### src/rtl/pipe_scheduler.sv
// Pipe spawn scheduler: counts game ticks, offers a pipe spawn with a gap row
// derived from the LFSR every SPACING ticks, and tracks the accepted-spawn score.
module pipe_scheduler #(
  parameter int unsigned SPACING = 8,
  parameter int unsigned ROWS    = 16,
  parameter int unsigned GAP     = 4
) (
  input  logic       Clock,
  input  logic       reset,
  input  logic       enable,
  input  logic       tick,
  input  logic [3:0] rnd,
  input  logic       spawn_ready,
  output logic       spawn_valid,
  output logic [3:0] gap_top,
  output logic       lfsr_reset,
  output logic [7:0] pipe_count,
  output logic       overrun
);

  localparam int unsigned MAX_TOP   = ROWS - GAP;
  localparam logic [7:0]  LAST_TICK = 8'(SPACING - 1);
  localparam logic [3:0]  MID_TOP   = 4'(MAX_TOP / 2);
  localparam logic [3:0]  WRAP      = 4'(MAX_TOP + 1);

  typedef enum logic [1:0] {
    IDLE,
    WAIT,
    OFFER
  } state_t;

  state_t      state_q, state_d;
  logic [7:0]  tick_cnt_q, tick_cnt_d;
  logic        spawn_valid_q, spawn_valid_d;
  logic [3:0]  gap_top_q, gap_top_d;
  logic        lfsr_reset_q, lfsr_reset_d;
  logic [7:0]  pipe_count_q, pipe_count_d;
  logic        overrun_q, overrun_d;
  logic [3:0]  gap_map_c;
  logic        lockup_c;

  // Fold the LFSR value into the legal gap range; all-ones is the XNOR lockup state.
  always_comb begin
    lockup_c  = (rnd == 4'hF);
    gap_map_c = rnd;
    if (lockup_c) begin
      gap_map_c = MID_TOP;
    end else if (32'(rnd) > MAX_TOP) begin
      gap_map_c = rnd - WRAP;
    end
  end

  always_comb begin
    state_d       = state_q;
    tick_cnt_d    = tick_cnt_q;
    spawn_valid_d = spawn_valid_q;
    gap_top_d     = gap_top_q;
    lfsr_reset_d  = 1'b0;
    pipe_count_d  = pipe_count_q;
    overrun_d     = overrun_q;

    if (!enable) begin
      // Game over: keep score and overrun visible as the final result.
      state_d       = IDLE;
      spawn_valid_d = 1'b0;
      tick_cnt_d    = 8'd0;
    end else begin
      case (state_q)
        IDLE: begin
          state_d      = WAIT;
          tick_cnt_d   = 8'd0;
          pipe_count_d = 8'd0;
          overrun_d    = 1'b0;
        end
        WAIT: begin
          if (tick) begin
            if (tick_cnt_q >= LAST_TICK) begin
              tick_cnt_d    = 8'd0;
              gap_top_d     = gap_map_c;
              lfsr_reset_d  = lockup_c;
              spawn_valid_d = 1'b1;
              state_d       = OFFER;
            end else begin
              tick_cnt_d = tick_cnt_q + 8'd1;
            end
          end
        end
        OFFER: begin
          // Ticks are dropped while the renderer stalls; remember that it happened.
          if (tick) begin
            overrun_d = 1'b1;
          end
          if (spawn_ready) begin
            spawn_valid_d = 1'b0;
            state_d       = WAIT;
            if (pipe_count_q != 8'hFF) begin
              pipe_count_d = pipe_count_q + 8'd1;
            end
          end
        end
        default: begin
          state_d       = IDLE;
          spawn_valid_d = 1'b0;
          tick_cnt_d    = 8'd0;
        end
      endcase
    end
  end

  always_ff @(posedge Clock or posedge reset) begin
    if (reset) begin
      state_q       <= IDLE;
      tick_cnt_q    <= 8'd0;
      spawn_valid_q <= 1'b0;
      gap_top_q     <= 4'd0;
      lfsr_reset_q  <= 1'b0;
      pipe_count_q  <= 8'd0;
      overrun_q     <= 1'b0;
    end else begin
      state_q       <= state_d;
      tick_cnt_q    <= tick_cnt_d;
      spawn_valid_q <= spawn_valid_d;
      gap_top_q     <= gap_top_d;
      lfsr_reset_q  <= lfsr_reset_d;
      pipe_count_q  <= pipe_count_d;
      overrun_q     <= overrun_d;
    end
  end

  assign spawn_valid = spawn_valid_q;
  assign gap_top     = gap_top_q;
  assign lfsr_reset  = lfsr_reset_q;
  assign pipe_count  = pipe_count_q;
  assign overrun     = overrun_q;

endmodule

### config.mk
export PLATFORM = sky130hd
export DESIGN_NAME = pipe_scheduler
export DESIGN_NICKNAME = d
export VERILOG_FILES = /design/src/rtl/pipe_scheduler.sv
export SDC_FILE = /design/constraint.sdc
export NUM_CORES = 1
export LEC_CHECK = 0
export CORE_ASPECT_RATIO = 1.25
export CORE_MARGIN = 3
export CORE_UTILIZATION = 40
export DETAILED_ROUTE_END_ITERATION = 6
export PLACE_DENSITY = 0.65
export RECOVER_POWER = 100
export SLEW_MARGIN = 40
export SYNTH_ARGS = -nofsm -noshare
export SYNTH_HDL_FRONTEND = slang
export SYNTH_SLANG_ARGS = --single-unit
### constraint.sdc
create_clock -name Clock -period 3.1 [get_ports Clock]
set_clock_uncertainty 0.15 [all_clocks]
set_input_delay 0.775 -clock Clock [delete_from_list [all_inputs] [get_ports Clock]]
set_output_delay 0.775 -clock Clock [all_outputs]
set_load 0.02 [all_outputs]
==> qor.yml, run 1 <==
status: "finished clean"
power.leakage_nw: 0.727
grt_setup_unrepaired: "false"
grt_pass1_wl_um: 4620
grt_pass1_vias: 1039
multi_input_area_sq_um: 606
cts_hold_buffers: 0
wl_per_cell_um: 13.5
fin_crit_ns: 2.65
grt_use_total_pct: 14.3
crit_type: "in2reg"
viasPerCell: 5.53
critPathTopFamily: "simple AND/OR/NAND/NOR gates"
cts_tree: "yes"
clockRootBuffer: "clkbuf_4"
cts.clk_slew.worst_paths_ns: 0.13
port_buffers: 23
drcViolationCount: 0
max_stage_delay_ns: 0.69
clockBufferDepth: 2
synthCells: 129
cp_max_fo: 11
max_freq_ghz: 0.378
antenna_found_initial: 0
dpl.hpwl_um: 2000
required_ns: 3.19
routed-via-count: 1057
yosysSeqAreaShare_pct: 47.9
fin_cells: 191
synth_fp_nets: 143
cts_buffers: 3
ant_nets: 0
cts_resized: 0
post-cts-setup-buffer-count: 0
arrival_ns: 2.74
synth_edf_count: 0
die_width_um: 57.1
rows: 22
finalHoldViolCount: 0
core_sq_mm: 0.00303
wirelength_um: 2580
synthesis.area_sq_mm: 0.00131
yosysWarnings: 0
slowest_stage: "dlygate4sd3_1"
nFillCells: 298
die-area_sq_mm: 0.00399
h-tree-depth: 1
cts_sinks: 25
fin_ws_ns: 0.451
placed_cells: 187
overflow: 0
syn-mean-instance-area_sq_um: 10.1
slew_headroom_pct: 14.3
insertedDiodeCount: 0
io_pins: 24
worst_slew_pin_slew_ns: 1.29
ys_types: 37
drt_iter0_drc: 7
hold_path_class: "reg2reg"
async_reset_ff_share_pct: 100
fin_crit_sh_pct: 85.4
grt_max_degree: 26
setup_viol: 0
drv_cap: 0
worst-path-buf-inv: 1
gp_congestion: 0.731
initial_core_util_pct: 43.1
drv_slew: 0
ys_ff_latch: 25
first_pass_iters: 2
syn_to_final_growth_pct: 19.2
path_cells: "dlygate4sd3_1 > and2b_1 > o221ai_1 > or4_1 > a21oi_1"
clkLatencyLatePin_ns: 0.31
drive_gt1_share_pct: 2.58
critPathLaunchType: "primary input"
critPathCaptureType: "flip-flop"
powerDensity_mw_per_mm2: 337
final_util_pct: 51.4
synthFlopType: "dfrtp_1"
nNetsFinal: 170
pre_cts_slack_ns: 0.326
peakVddDrop_uv: 212
dieHeight_um: 69.9
tns_ns: 0
seq_area_sq_um: 626
## flip-flops by register name, summed over array words and instances (netlist names)
signal / count
spawn_valid: 1
overrun: 1
state_q: 2
pipe_count: 8
tick_cnt_q: 8
gap_top: 4
lfsr_reset: 1
## cells in the final DEF, fill, tap and decap left out
master           instances
and2_1                   1
and4_1                   1
nand2_1                 12
a31oi_1                  1
o21a_1                   3
or3_1                    4
o22ai_1                  1
clkbuf_4                 3
nor2_1                   9
or4_1                    4
o2111ai_1                1
a21o_1                   2
nand2b_1                 1
o211a_1                  1
nor3b_1                  1
nor2b_1                  3
dfrtp_1                 25
and2b_1                  1
clkbuf_1                 1
o31ai_1                  4
mux2_1                   1
and3_1                   2
and2_0                   1
nand4_1                  3
o21ai_0                 12
a22o_1                   2
nand3_1                  3
clkdlybuf4s50_1          5
ha_1                     5
nor4_1                   1
inv_1                    5
nand3b_1                 1
o211ai_1                 1
a22oi_1                  1
a21oi_1                 10
clkinv_2                 1
dlygate4sd3_1           18
xnor2_1                  1
o221ai_1                 1
a41oi_1                  2
## where the power goes
| part | total, mW | switching, mW | internal [mW] |
|---|---|---|---|
| clock | 0.142 | 0.0940 | 0.0482 |
| combinational | 0.0494 | 0.0285 | 0.0209 |
| sequential | 0.333 | 0.00308 | 0.330 |
## Yosys cell counts (all sizes together), types with 2 or more instances
master	number	area [sq um]
nand2	12	45.0
o21a	3	22.5
or3	4	25.0
o31ai	4	30.0
nor2	9	33.8
and2	2	12.5
and3	2	12.5
ha	5	62.6
buf	2	22.5
a21o	2	15.0
nor2b	3	18.8
nand4	3	18.8
a41oi	2	17.5
or4	4	33.8
a22o	2	17.5
o21ai	12	60.1
inv	5	18.8
a21oi	10	50.1
nand3	3	15.0
dfrtp	25	626
## metal layers
layer	global-route usage, %	vias to the layer above	share of wire (%)
met5	0	-	0
met1	17.6	500	45
met4	6.96	0	1.6
met3	2.03	4	3.7
li1	-	531	-
met2	24.0	22	49
## per-stage QoR
| stage | power (mW) | area, sq um | hold slack [ns] |
|---|---|---|---|
| 6_report | 0.524 | 1560 | 0.346 |
| 5_1_grt | 0.550 | 1560 | 0.375 |
| 3_5_place_dp | 0.393 | 1570 | 0.319 |
| 2_1_floorplan | 0.371 | 1310 | 0.315 |
| 3_3_place_gp | 0.392 | 1570 | 0.319 |
| 4_1_cts | 0.538 | 1590 | 0.355 |
## worst paths after layout
check	slack [ns]	start	cells past startpoint	to
worst max-delay path	0.45	enable	5	pipe_count[5]
max in group asynchronous	0.88	reset	3	lfsr_reset
worst min-delay path	0.35	gap_top[0]	2	gap_top[0]
worst max register to register	0.92	tick_cnt_q[3]	4	gap_top[2]
min in group asynchronous	1.17	reset	3	overrun
worst min register to register	0.35	gap_top[0]	2	gap_top[0]
## area by class of cell
class | count | share of cell area, %
clock buffer | 3 | 1.45
multi-input combinational | 97 | 38.9
tap | 36 | 2.89
timing repair buffer | 24 | 15.0
inverter | 5 | 1.21
sequential | 25 | 40.2
clock inverter | 1 | 0.322
## worst register-to-register path, cell delays in order (launching register included)
cell	delay (ns)
dfrtp_1	0.44
or4_1	0.58
o2111ai_1	0.63
a21oi_1	0.10
a21o_1	0.18
## cell families (layout without fill, tap and decap cells)
| family | Yosys count | count (layout) | synth area share, % |
|---|---|---|---|
| xor gates and xnor gates | 1 | 1 | 0.671 |
| DFF | 25 | 25 | 47.9 |
| AOI/OAI and AO/OA | 42 | 42 | 22.3 |
| muxes | 1 | 1 | 0.862 |
| buffers and inverters | 7 | 33 | 3.16 |
| adders and majority gates | 5 | 5 | 4.79 |
| and+or+nand+nor | 48 | 48 | 20.3 |
(Power assumes the default switching activity.)
==> run 2: changes to the inputs <==
Settings changed: PLACE_DENSITY 0.65 to 0.67.
Clock period 3.1 ns to 2.1 ns, I/O delays scaled along.
==> run 2 against run 1 <==
Worst setup slack got worse by 0.38 ns. Critical endpoint is now pipe_count[1]. Count of clock-buffer cells in the layout increased by 1. Highest routed layer unchanged. Total power is 53% higher. Utilization is 2.7 points higher. Register-to-register slack worse by 0.74 ns. Sequential power increased by 48%. Critical path depth decreased by 4.
==> qor.yml, run 2 (synthesis results as in run 1) <==
viasPerCell: 5.66  # +2.2%
required_ns: 1.42  # -1.77 ns
routed-via-count: 1148  # +8.6%
placed_area_sq_mm: 0.00166  # +5.8%
antenna_found_initial: 0  # unchanged
drive_gt1_share_pct: 9.58  # +7.0 points
slew_headroom_pct: 59.5  # +45 points
slowest_stage: "clkdlybuf4s50_1"
power.leakage_nw: 0.729  # +0.25%
overflow: 0  # unchanged
final_cell_mix: "25 x dfrtp_1, 14 x clkdlybuf4s50_1, 12 x nand2_1, 11 x o21ai_0, 10 x a21oi_1"
crit_type: "reg2out"
nNetsFinal: 182  # +7.1%
die-area_sq_mm: 0.00399  # unchanged
dpl.hpwl_um: 2240  # +12%
pre_cts_slack_ns: -0.218  # -0.544 ns
grt_pass1_wl_um: 5090  # +10%
hold_path_class: "reg2reg"
initial_core_util_pct: 43.1  # unchanged
drv_cap: 0  # unchanged
fin_area_sq_mm: 0.00164  # +5.2%
drv_slew: 0  # unchanged
worst-path-buf-inv: 1  # unchanged
cts_buffers: 3  # unchanged
critPathCaptureType: "primary output"
powerDensity_mw_per_mm2: 488  # +45%
p_total_mw: 0.800  # +53%
path_cells: "clkdlybuf4s50_1"
finalHoldViolCount: 0  # unchanged
clockBufferDepth: 2  # unchanged
status: "finished clean"
max_freq_ghz: 0.493
dieHeight_um: 69.9  # unchanged
final_common_cell: "dfrtp_1"
holdWs_ns: 0.352  # +0.00607 ns
worst_slew_pin_slew_ns: 0.608  # -0.677 ns
port_buffers: 23  # unchanged
cp_max_fo: 4  # -7
h-tree-depth: 1  # unchanged
cts.clk_slew.worst_paths_ns: 0.13  # about the same
wirelength_um: 2830  # +9.5%
grt_max_degree: 26  # unchanged
core_sq_mm: 0.00303  # unchanged
drcViolationCount: 0  # unchanged
die_width_um: 57.1  # unchanged
arrival_ns: 1.35  # -1.39 ns
rows: 22  # unchanged
wl_per_cell_um: 13.9  # +3.0%
clockRootBuffer: "clkbuf_4"
setup_viol: 0  # unchanged
gp_congestion: 0.765  # +4.6%
grt_pass1_vias: 1204  # +16%
max_stage_delay_ns: 0.62  # -0.07 ns
cts_tree: "yes"
grt_use_total_pct: 15.6  # +1.4 points
post-cts-setup-buffer-count: 0  # unchanged
syn_to_final_growth_pct: 25.4
cts_sinks: 25  # unchanged
fin_crit_sh_pct: 96.5
cts_hold_buffers: 0  # unchanged
clkLatencyLatePin_ns: 0.32  # about the same
ant_nets: 0  # unchanged
cts_resized: 2  # +2
fin_ws_ns: 0.0736  # -0.378 ns
critPathLaunchType: "flip-flop"
first_pass_iters: 4  # +2
drt_iter0_drc: 22  # +15
grt_setup_unrepaired: "false"
io_pins: 24  # unchanged
insertedDiodeCount: 0  # unchanged
critPathTopFamily: "buffers and inverters"
peakVddDrop_uv: 318  # +50%
fin_crit_ns: 2.03
[run 2: per-layer routing]
layer  part of all wire, %  vias up  GRT usage (%)
li1                      -      556              -
met1                    42      552           18.1
met2                    51       31           27.8
met3                   4.2        9           2.22
met4                   2.9        0           6.96
met5                     0        -              0
[run 2: stage by stage]
step / cells / TNS (ns) / utilization (%)
after CTS: 203 / 0 / 55.5
after detailed placement: 199 / -1.20 / 54.7
final: 203 / 0 / 54.1
after global routing: 203 / 0 / 54.1
after global placement: 199 / -0.714 / 54.7
after floorplan: 129 / 0 / -
[run 2: final timing paths]
| kind | to | cells after the start | slack [ns] | startpoint |
|---|---|---|---|---|
| max in group asynchronous | tick_cnt_q[7] | 3 | 0.77 | reset |
| worst min register to register | gap_top[3] | 2 | 0.35 | gap_top[3] |
| worst min-delay path | gap_top[3] | 2 | 0.35 | gap_top[3] |
| worst max-delay path | pipe_count[1] | 1 | 0.07 | pipe_count[1] |
| worst max register to register | gap_top[2] | 4 | 0.18 | tick_cnt_q[3] |
| min in group asynchronous | pipe_count[1] | 3 | 0.63 | reset |
[run 2: final cells by class]
| cell class | count | area [sq um] |
|---|---|---|
| Sequential cell | 25 | 626 |
| Tap cell | 36 | 45.0 |
| Inverter | 5 | 18.8 |
| Multi-Input combinational cell | 97 | 636 |
| Clock buffer | 4 | 26.3 |
| Timing Repair Buffer | 36 | 287 |
| Fill cell | 305 | 1390 |
[run 2: report_power, final]
part,total (mW),leakage [nW],internal (mW),switching [mW]
Sequential,0.492,0.345,0.487,0.00501
Combinational,0.0941,0.369,0.0445,0.0496
Clock,0.214,0.0150,0.0744,0.140
==> run 3: changes to the inputs <==
Settings changed: CORE_MARGIN 3 to default, CORE_UTILIZATION 40 to 25, PLACE_DENSITY 0.67 to 0.47.
==> run 3 against run 2 <==
Clock power up 31%. Sequential cell count unchanged. Via count fell by 0.61%. Critical path depth unchanged. Critical path type unchanged. Largest cell class unchanged. Highest routed layer unchanged.
==> qor.yml, run 3 (synthesis results as in run 1) <==
drv_slew: 0  # unchanged
cts_hold_buffers: 0  # unchanged
setup_viol: 0  # unchanged
peakVddDrop_uv: 224  # -30%
dpl.hpwl_um: 2260  # +1.0%
critPathCaptureType: "primary output"
grt_pass1_wl_um: 5150  # +1.2%
rows: 29  # +32%
slowest_stage: "clkdlybuf4s50_1"
path_cells: "clkdlybuf4s50_1"
post-cts-setup-buffer-count: 0  # unchanged
grt_setup_unrepaired: "false"
grt_max_degree: 26  # unchanged
fin_crit_sh_pct: 97.7  # +1.2 points
max_stage_delay_ns: 0.65  # +0.03 ns
h-tree-depth: 1  # unchanged
status: "finished clean"
slew_headroom_pct: 57.4  # -2.1 points
critPathLaunchType: "flip-flop"
fin_ws_ns: 0.0481  # -0.0256 ns
viasPerCell: 4.96  # -12%
nNetsFinal: 183  # +0.55%
core_sq_mm: 0.00504  # +67%
fin_crit_ns: 2.05  # +0.0256 ns
final_cell_mix: "25 x dfrtp_1, 13 x clkdlybuf4s50_1, 12 x nand2_1, 11 x o21ai_0, 10 x a21oi_1"
powerDensity_mw_per_mm2: 505  # +3.4%
die-area_sq_mm: 0.00552  # +38%
dieHeight_um: 82.8  # +18%
required_ns: 1.42  # about the same
critPathTopFamily: "buffers and inverters"
first_pass_iters: 4  # unchanged
nFillCells: 520  # +70%
cts_buffers: 3  # unchanged
clockBufferDepth: 2  # unchanged
cts_tree: "yes"
cp_max_fo: 7  # +3
hold_path_class: "reg2reg"
arrival_ns: 1.38  # +0.03 ns
port_buffers: 23  # unchanged
pre_cts_slack_ns: -0.128  # +0.0902 ns
drt_iter0_drc: 57  # +160%
initial_core_util_pct: 25.9  # -17 points
overflow: 0  # unchanged
regToRegSetupSlack_ns: 0.16  # -0.02 ns
drcViolationCount: 0  # unchanged
worst_slew_pin_slew_ns: 0.639  # +0.0308 ns
p_total_mw: 0.865  # +8.2%
crit_type: "reg2out"
routed-via-count: 1141  # -0.61%
clkLatencyLatePin_ns: 0.27  # -0.05 ns
drv_cap: 0  # unchanged
wirelength_um: 2890  # +2.0%
wl_per_cell_um: 12.6  # -10%
power.leakage_nw: 0.755  # +3.6%
grt_pass1_vias: 1130  # -6.1%
final_util_pct: 34.0  # -20 points
die_width_um: 66.7  # +17%
cts.clk_slew.worst_paths_ns: 0.09  # -0.04 ns
syn_to_final_growth_pct: 31.2
final_common_cell: "dfrtp_1"
cts_sinks: 25  # unchanged
worst-path-buf-inv: 1  # unchanged
ant_nets: 0  # unchanged
finalHoldViolCount: 0  # unchanged
drive_gt1_share_pct: 9.52  # -0.057 points
grt_use_total_pct: 11.9  # -3.7 points
gp_congestion: 0.767  # +0.29%
max_freq_ghz: 0.487  # -1.2%
io_pins: 24  # unchanged
clockRootBuffer: "clkbuf_8"
antenna_found_initial: 0  # unchanged
insertedDiodeCount: 0  # unchanged
-- run 3: cell count changes in the layout (fill, tap and decap cells not counted), sizes merged --
cell | before | now
clkdlybuf4s50 | 14 | 13
dlygate4sd2 | 2 | 0
clkbuf | 12 | 10
dlygate4sd3 | 3 | 9
-- run 3: what timing repair did --
action,4_1_cts,5_1_grt
setup endpoints to repair,0,1
gates resized for setup,0,1
hold endpoints to repair,0,0
-- run 3: final cells by class --
| type | count | area, sq um | area share, % |
|---|---|---|---|
| flip-flops and latches | 25 | 626 | 36.5 |
| multi-input cells | 97 | 636 | 37.1 |
| repair buffers | 37 | 312 | 18.2 |
| clock buffers | 4 | 45.0 | 2.63 |
| inverters | 5 | 18.8 | 1.09 |
| well taps | 62 | 77.6 | 4.53 |
-- run 3: per-layer routing --
layer / vias up / part of all wire, % / global-route usage, %
met5: - / 0 / 0
met4: 0 / 1.7 / 4.64
met3: 5 / 6.0 / 2.20
met2: 30 / 49 / 20.1
met1: 549 / 43 / 14.7
li1: 557 / - / -
-- run 3: through the flow --
step / hold slack (ns) / instances / cell area, sq um / TNS (ns)
5_1_grt: 0.393 / 230 / 1710 / 0
4_1_cts: 0.353 / 230 / 1740 / 0
3_3_place_gp: 0.318 / 226 / 1700 / -0.409
2_1_floorplan: 0.315 / 129 / 1310 / 0
6_report: 0.340 / 230 / 1710 / 0
3_5_place_dp: 0.327 / 226 / 1700 / -0.712
-- run 3: worst paths after layout --
check	start	to	depth (start not counted)
worst max-delay path	pipe_count[4]	pipe_count[4]	1
worst min-delay path	gap_top[3]	gap_top[3]	2
worst max register to register	tick_cnt_q[3]	gap_top[2]	4
worst min register to register	gap_top[3]	gap_top[3]	2
max in group asynchronous	reset	tick_cnt_q[3]	3
min in group asynchronous	reset	pipe_count[4]	3
-- run 3: report_power, final --
group | leakage (nW) | internal, mW | total [mW] | switching, mW
Clock | 0.0228 | 0.135 | 0.281 | 0.146
Sequential | 0.345 | 0.486 | 0.491 | 0.00424
Combinational | 0.387 | 0.0442 | 0.0937 | 0.0495
==> edit, RTL diff (config.mk and constraints of run 3) <==
Make the reset (`reset`) synchronous in one clocked block.
--- a/src/rtl/pipe_scheduler.sv
+++ b/src/rtl/pipe_scheduler.sv
@@ -108,5 +108,5 @@
   end
 
-  always_ff @(posedge Clock or posedge reset) begin
+  always_ff @(posedge Clock) begin
     if (reset) begin
       state_q       <= IDLE;
Function: differs if reset is asserted again (counterexample within 10 cycles, from zero or initial values and one cycle with reset high); with reset held inactive, the same outputs for 10 cycles.
==> edit against run 3 <==
  * Area after synthesis down 5.7%
  * Cell area is 4.7% lower
  * Power is 3.0% lower
  * Setup slack better by 0.026 ns
  * Sequential power is 2% lower
  * Routed wire length is 4.3% lower
  * Final cell count did not move
  * Sequential cell count unchanged
==> edit: results (changes against run 3) <==
metric	value	unit	change
status	completed		unchanged
grt_max_degree	14		was 26
synth.distinct_cells	43		was 37
fin_hold_ws	0.314	ns	was 0.340 ns
nonClkBufAreaFrac	18.4	%	was 18.2%
wl_met2	1410	µm	was 1420 µm
track_usage	11.6	%	was 11.9%
placed_cell_area	1600	µm²	was 1700 µm²
synth-adder-area-share	5.08	%	was 4.79%
synth_most_common_cell	dfxtp_1		was dfrtp_1
switching_share	22.2	%	was 23.0%
drt_wl_total	2760	µm	was 2890 µm
hold_start	spawn_valid$_SDFFE_PP0P_		was gap_top[3]$_DFFE_PP0P_
n_all_inverters	6		was 5
wirelength_met1	1260	µm	was 1250 µm
use_met2	20.8	%	was 20.1%
n_all_buffers	32		was 37
grt_pass1_wl	4900	µm	was 5150 µm
initialDrtViolationCount	56		was 57
dp_slack	-0.0921	ns	was -0.128 ns
dp_hpwl	2210	µm	was 2260 µm
dr_wl_met3	82	µm	was 173 µm
synthMuxAreaShare	0.812	%	was 0.862%
reg2reg_to	pipe_count[3]$_SDFFE_PP0P_		was gap_top[2]$_DFFE_PP0P_
hold_end	spawn_valid$_SDFFE_PP0P_		was gap_top[3]$_DFFE_PP0P_
worst_r2r_path_depth	6		was 4
## edit: changes by cell type after synthesis, moves of 3 or more
| cell | run 3 | this run |
|---|---|---|
| a21oi_1 | 10 | 17 |
| dfrtp_1 | 25 | 0 |
| dfxtp_1 | 0 | 25 |
| nand2_1 | 12 | 9 |
| nand2b_1 | 1 | 8 |
| nor2_1 | 9 | 4 |
| nor3_1 | 0 | 4 |
| o21ai_0 | 10 | 7 |
## edit: worst max-delay path by stage
stage	endpoint	from	cells past startpoint	slack [ns]
2_1_floorplan	pipe_count[7]$_SDFFE_PP0P_	pipe_count[0]$_SDFFE_PP0P_	5	0.41
3_3_place_gp	pipe_count[0]$_SDFFE_PP0P_	enable	6	-0.04
3_5_place_dp	pipe_count[7]$_SDFFE_PP0P_	enable	5	-0.09
4_1_cts	pipe_count[3]	pipe_count[3]$_SDFFE_PP0P_	1	0.04
5_1_grt	gap_top[3]$_SDFFE_PP0P_	rnd[0]	7	0.01
6_report	pipe_count[1]	pipe_count[1]$_SDFFE_PP0P_	1	0.07
